File: src/rtl/mux_share_arbiter.sv
// Round-robin owner arbiter in front of a shared registered N:1 W-bit mux.
// Optional forced revoke after HOLD_MAX grant cycles when ARB_TIMEOUT_EN is defined.
module mux_share_arbiter #(
    parameter int unsigned N        = 4,
    parameter int unsigned W        = 8,
    parameter int unsigned HOLD_MAX = 16
) (
    input  logic           clk,
    input  logic           rst_n,
    input  logic [N-1:0]   req,
    input  logic [N*W-1:0] data_in,
    output logic [N-1:0]   grant,
    output logic           out_valid,
    output logic [W-1:0]   out_data,
    output logic           busy,
    output logic           timeout
);

    localparam int unsigned IW = $clog2(N);

    typedef enum logic [1:0] {StIdle, StGrant, StRelease} state_e;

    state_e        state;
    logic [IW-1:0] ptr;
    logic [IW-1:0] owner;
    logic [IW-1:0] pick;
    logic [IW-1:0] owner_next;
    logic          found;
    logic          release_now;
    logic          timeout_now;

`ifdef ARB_TIMEOUT_EN
    localparam int unsigned CW = $clog2(HOLD_MAX);
    logic [CW-1:0] hold_cnt;
`endif

    // First requester at or after ptr, wrapping past N-1.
    always_comb begin
        pick  = ptr;
        found = 1'b0;
        for (int unsigned i = 0; i < N; i++) begin
            int unsigned idx;
            idx = (int'(ptr) + i) % N;
            if (!found && req[idx]) begin
                pick  = IW'(idx);
                found = 1'b1;
            end
        end
    end

    assign owner_next = (owner == IW'(N - 1)) ? '0 : owner + 1'b1;

    always_comb begin
        timeout_now = 1'b0;
`ifdef ARB_TIMEOUT_EN
        timeout_now = req[owner] && (hold_cnt == CW'(HOLD_MAX - 1));
`endif
        release_now = !req[owner] || timeout_now;
    end

    always_ff @(posedge clk or negedge rst_n) begin
        if (!rst_n) begin
            state     <= StIdle;
            ptr       <= '0;
            owner     <= '0;
            grant     <= '0;
            out_valid <= 1'b0;
            out_data  <= '0;
            busy      <= 1'b0;
`ifdef ARB_TIMEOUT_EN
            hold_cnt  <= '0;
            timeout   <= 1'b0;
`endif
        end else begin
`ifdef ARB_TIMEOUT_EN
            timeout <= 1'b0;
`endif
            unique case (state)
                StIdle, StRelease: begin
                    if (|req) begin
                        state     <= StGrant;
                        owner     <= pick;
                        grant     <= N'(1) << pick;
                        out_valid <= 1'b1;
                        out_data  <= data_in[int'(pick)*W +: W];
                        busy      <= 1'b1;
`ifdef ARB_TIMEOUT_EN
                        hold_cnt  <= '0;
`endif
                    end else begin
                        state     <= StIdle;
                        grant     <= '0;
                        out_valid <= 1'b0;
                        out_data  <= '0;
                        busy      <= 1'b0;
                    end
                end
                StGrant: begin
                    if (release_now) begin
                        // Break-before-make: one dead cycle before the next owner.
                        state     <= StRelease;
                        grant     <= '0;
                        out_valid <= 1'b0;
                        out_data  <= '0;
                        busy      <= 1'b1;
                        ptr       <= owner_next;
`ifdef ARB_TIMEOUT_EN
                        timeout   <= timeout_now;
`endif
                    end else begin
                        out_data  <= data_in[int'(owner)*W +: W];
`ifdef ARB_TIMEOUT_EN
                        hold_cnt  <= hold_cnt + 1'b1;
`endif
                    end
                end
                default: begin
                    state     <= StIdle;
                    grant     <= '0;
                    out_valid <= 1'b0;
                    out_data  <= '0;
                    busy      <= 1'b0;
                end
            endcase
        end
    end

`ifndef ARB_TIMEOUT_EN
    assign timeout = 1'b0;
`endif

endmodule

File: config.mk
export PLATFORM = sky130hd
export DESIGN_NAME = mux_share_arbiter
export DESIGN_NICKNAME = d
export VERILOG_FILES = /design/src/rtl/mux_share_arbiter.sv
export SDC_FILE = /design/constraint.sdc
export NUM_CORES = 1
export LEC_CHECK = 0
export ABC_AREA = 1
export CAP_MARGIN = 0
export CORE_MARGIN = 4
export CORE_UTILIZATION = 47
export DETAILED_ROUTE_END_ITERATION = 8
export PLACE_DENSITY_LB_ADDON = 0.1
export SLEW_MARGIN = 10
export SYNTH_ARGS = -nofsm -noshare
export SYNTH_HDL_FRONTEND = slang
export SYNTH_SLANG_ARGS = --single-unit
File: constraint.sdc
create_clock -name clk -period 1.9 [get_ports clk]
set_input_delay 0.38 -clock clk [delete_from_list [all_inputs] [get_ports clk]]
set_output_delay 0.38 -clock clk [all_outputs]
set_load 0.05 [all_outputs]
# Word level (Yosys, flattened, before mapping)
# Cells that the tools add are included.
dict set report totals {
  regBits 20
  input_bits 38
  output_inout_bits 15
  elab_cells 66
}
dict set report classes {
  add_sub_neg 4
  n_lt_le_gt_ge 5
  eq_ne 4
  n_shift 3
  muxes 31
  bitwise_logic 1
  reduce_logical 11
}
# op n
set ops {}
lappend ops {{32-bit by 6-bit variable part select with 8-bit output} 2}
lappend ops {{8-bit two-way mux} 2}
lappend ops {{8-bit one-hot mux with 2 select lines} 1}
lappend ops {{2-bit by 3-bit less-than comparator with 1-bit output (second input constant)} 5}
lappend ops {{1-bit two-way mux} 12}
lappend ops {{1-bit binary-select mux with 2-bit select} 5}
lappend ops {{2-bit two-way mux} 5}
lappend ops {{4-bit two-way mux} 2}
lappend ops {{4-bit one-hot mux with 2 select lines} 1}
lappend ops {{2-bit by 1-bit adder with 2-bit output (second input constant)} 2}
lappend ops {{2-bit adder (second input constant)} 2}
lappend ops {{2-bit equality test (second input constant)} 2}
lappend ops {{1-bit one-hot mux with 2 select lines} 2}
lappend ops {{2-bit one-hot mux with 2 select lines} 1}
lappend ops {{2-bit AND reduction} 2}
lappend ops {{4-bit OR reduction} 1}
lappend ops {{1-bit by 2-bit << shifter with 4-bit output (first input constant)} 1}
lappend ops {{1-bit logical AND} 3}
lappend ops {{1-bit logical NOT} 3}
lappend ops {{2-bit by 1-bit equality test with 1-bit output (second input constant)} 1}
lappend ops {{2-bit logical NOT} 1}
lappend ops {{2-bit inequality test (second input constant)} 1}
lappend ops {{2-bit OR reduction} 1}
lappend ops {{1-bit NOT} 1}

# Depth between registers and ports, before layout
dict set report depth {
  ltp_word 15
  ltp_mapped 17
  depth_no_buf 16
}

# Worst setup path before layout
# Ideal clock, no wire load.
dict set report synth_path {
  kind {reg-to-reg}
  startpoint {reg ptr[0]}
  endpoint {reg out_data[3]}
  setup_time_ns 0.116
  arrival_ns 1.599
  path_slack_ns 0.185
  path_stages_with_launch 16
  path_buffers 1
  path_cell_list {dfrtp_1 inv_1 nand2_1 nand2_4 nand2_2 nand2_4 nand3_1 nand2_2 nand2_8 buf_4 nand3_1 nand2_1 nand2_1 nand2_1 nand2_1 nand2_1}
}
dict set report synth_between {
  elab_chain_len 15
}
# item line
set synth_lines {}
lappend synth_lines {{start, declared} 24} ;# logic [IW-1:0] ptr;
lappend synth_lines {{start signal, assigned} 106} ;# ptr <= owner_next;
lappend synth_lines {{branches (longest 11 deep; another with 2-bit by 1-bit adder with 2-bit output)} n/a}
lappend synth_lines {{2-bit two-way mux *} 44} ;# if (!found && req[idx]) begin
lappend synth_lines {{32-bit by 6-bit variable part select with 8-bit output *} 85} ;# out_data <= data_in[int'(pick)*W +: W];
lappend synth_lines {{8-bit two-way mux *} 80} ;# if (|req) begin
lappend synth_lines {{8-bit one-hot mux with 2 select lines *} 78} ;# unique case (state)
lappend synth_lines {{end signal, assigned} 85}
lappend synth_lines {{end signal, assigned} 111} ;# out_data <= data_in[int'(owner)*W +: W];
lappend synth_lines {{end, declared} 14} ;# output logic [W-1:0] out_data,
# Mark *: on every way between the ends. The select of a mux whose other input is x is not followed.
# A chain may end at the register's enable or synchronous reset.

# Final worst setup path
dict set report layout_path {
  startpoint {reg ptr[1]}
  endpoint {reg out_data[1]}
}
# Same word-level chain as after synthesis.

==> impl_metrics.yaml <==
critical_path:
  crit_start: "ptr[1]$_DFFE_PN0P_"
  required_ns: 2.05
  cp-endpoint: "out_data[1]$_DFF_PN0_"
  arrival_ns: 2.06
  crit_path_max_fanout: 6
  path_class: "reg -> reg"
  r2r_cells: 16
  reg2reg_slack_ns: -0.01
  worstSetupStartpointType: "flop"
  worstReg2RegStart: "ptr[1]$_DFFE_PN0P_"
  cp-end-kind: "flop"
  timing.rr.end: "out_data[1]$_DFF_PN0_"
clock_network:
  cts_buffers: 3
  clk_pin_slew_ns: 0.08
  h-tree-depth: 1
  ctsHoldBuffers: 0
  clkSinkCount: 19
  ctsLongestPathBuffers: 2
  clockRootBuffer: "clkbuf_8"
  cts_tree: "yes"
  clk_latency_ns: 0.26
floorplan:
  die_x_um: 69.1
  rows: 21
  core_area_um2: 3470
  die_y_um: 69.1
  initial_utilization_pct: 50.5
  io_pins: 53
  die-area_um2: 4770
timing:
  setup_violations: 1
  drv_slew: 0
  period_share_pct: 101
  hold_viol_final: 0
  tightest_slew_ns: 0.503
  slew_headroom_pct: 66.4
  period_needed_ns: 1.91
  rsz0062_at_grt: "true"
  tns_ns: -0.0115
  setup_ws_ns: -0.0115
  clock_skew_ns: 0.00756
  fmax_ghz: 0.523
logic_synthesis:
  synthArstFlopShare_pct: 100
  synth-seq-cells: 19
  synth_common_cells: "nand2_1, nand3_1, nand2_2"
  synth_top_area_cell: "dfrtp_1"
  syn_nets: 319
  yosys.cell_count.top_type: "nand2_1"
  synth.distinct_cells: 24
  syn_area_um2: 1750
  ys.flop_type: "dfrtp_1"
  synth_top_area_share_pct: 27.1
  yosysWarnings: 0
  syn_avg_cell_area_um2: 6.26
  synthCells: 280
  synth_edf_count: 0
  synth_area_leaders: "dfrtp_1, nand2_1, nand3_1, nand2_2, o21ai_0"
  ys_seq_area_share_pct: 27.1
routing:
  via_per_inst: 5.27
  detail-route-antenna-nets: 0
  drtPass1Iterations: 5
  wl_per_cell_um: 14.1
  drt_iter0_markers: 147
  routed_wl_mm: 5.71
  route.detailed.drc: 0
  num_vias: 2138
power:
  power_frac_seq_pct: 12.3
  p_switching_mw: 3.10
  p_leak_nw: 1.42
  pwr-share-comb_pct: 82.8
  intPower_mw: 2.69
  swShare_pct: 53.6
  peakVddDrop_uv: 1400
  p_per_area_nw_per_um2: 2130
  finalPower_mw: 5.79
  pwr-share-clk_pct: 5.0
hold_path:
  worstHoldPathType: "in -> async"
global_routing:
  grt_pass1_wl_mm: 8.43
  grt_max_degree: 20
  track_usage_pct: 20.8
  antenna_found_initial: 0
  overflow: 0
  grt_pass1_vias: 1905
placement:
  place.gp.congestion: 0.842
  io_buffers: 51
  hpwl_mm: 3.68
  place_ws_ns: -0.330
cells_and_area:
  final_net_count: 400
  antenna_cells: 0
  fillerInstances: 268
  drive_above_1_share_pct: 28.6
  multi_input_area_um2: 1210
  seqCellArea_um2: 478
  area_growth_pct: 55.1
outcome:
  violations: "setup timing"
  status: "finished with violations"
job:
  drv_cap: 0
[worst min path at each step]
| stage | start | slack (ns) | endpoint |
|---|---|---|---|
| 2_1_floorplan | rst_n | 0.08 | busy$_DFFE_PN0P_ |
| 3_3_place_gp | grant[1]$_DFFE_PN0P_ | 0.46 | grant[1]$_DFFE_PN0P_ |
| 3_5_place_dp | grant[1]$_DFFE_PN0P_ | 0.47 | grant[1]$_DFFE_PN0P_ |
| 4_1_cts | rst_n | 0.47 | grant[3]$_DFFE_PN0P_ |
| 5_1_grt | rst_n | 0.49 | grant[3]$_DFFE_PN0P_ |
| 6_report | rst_n | 0.46 | out_data[5]$_DFF_PN0_ |
[power groups by stage]
| stage | Sequential [mW] | Clock [mW] | Combinational (mW) |
|---|---|---|---|
| 6_report | 0.710 | 0.287 | 4.79 |
| 5_1_grt | 0.727 | 0.314 | 5.22 |
| 4_1_cts | 0.685 | 0.289 | 4.01 |
| 3_5_place_dp | 0.689 | 0 | 3.97 |
| 3_3_place_gp | 0.687 | 0 | 3.91 |
| 2_1_floorplan | 1.06 | 0 | 2.54 |
[logic make-up after synthesis]
logic type	synth area share (%)
and+or+nand+nor	52.2
adders and majority gates	0.714
buffers and inverters	10.1
DFF	27.1
other	0.214
AOI/OAI and AO/OA	9.56
[sequential cells by signal, indices dropped and copies added (netlist names)]
name and count:
grant 4, out_data 8, owner 2, state 2
ptr 2, busy 1
[what timing repair did]
action / CTS / global route
gates cloned: 0 / 2
setup buffers: 0 / 10
setup endpoints to repair: 8 / 14
pin swaps: 2 / 17
gates resized for setup: 5 / 45
[placed cells by master, fill, tap and decap left out, types with 5 or more instances in the layout]
| cell type | netlist | routed |
|---|---|---|
| buf_6 | 3 | 5 |
| dfrtp_1 | 19 | 17 |
| nor2_1 | 20 | 20 |
| clkdlybuf4s50_1 | 0 | 43 |
| nand3_1 | 32 | 29 |
| o22ai_1 | 8 | 8 |
| buf_4 | 3 | 33 |
| nand2_2 | 25 | 35 |
| nand2_1 | 113 | 97 |
| inv_1 | 15 | 12 |
| nand2_4 | 5 | 10 |
| o21ai_0 | 19 | 18 |
[critical path, cell delays in order (launching register included)]
cell and delay [ns]:
dfrtp_2 0.47, buf_4 0.17, nand2_2 0.07, nand2_2 0.07, nand2_2 0.09, nand2_4 0.08, nor2_4 0.12, nand2_4 0.09
nand2_8 0.09, nand2_8 0.07, buf_12 0.14, nand2_2 0.04, nand2_1 0.04, nand2_1 0.06, nand2_1 0.06, nand2_1 0.07
nand2_1 0.06
[cell type report]
| class | count | area share [%] |
|---|---|---|
| inverters | 16 | 2.49 |
| flip-flops and latches | 19 | 17.6 |
| clock buffers | 4 | 1.66 |
| multi-input cells | 232 | 44.6 |
| well taps | 46 | 2.12 |
| repair buffers | 89 | 31.5 |
[metrics by stage]
stage / hold slack (ns) / area [um^2] / util (%) / cells
final: 0.456 / 2720 / 78.4 / 406
after global routing: 0.487 / 2720 / 78.4 / 406
after CTS: 0.465 / 2470 / 71.2 / 394
after detailed placement: 0.469 / 2410 / 69.6 / 390
after global placement: 0.462 / 2410 / 69.6 / 390
after floorplan: 0.0844 / 1750 / - / 280
[routing by layer]
layer  up-vias  track usage [%]  share of wire [%]  wire length, um
met2       113             34.4                 50             2830
li1       1051                -                  -                -
met4         0             7.59                2.5              144
met3        15             3.78                9.0              512
met1       959             26.9                 39             2220
met5         -                0                  0                0
(Power assumes the default switching activity.)
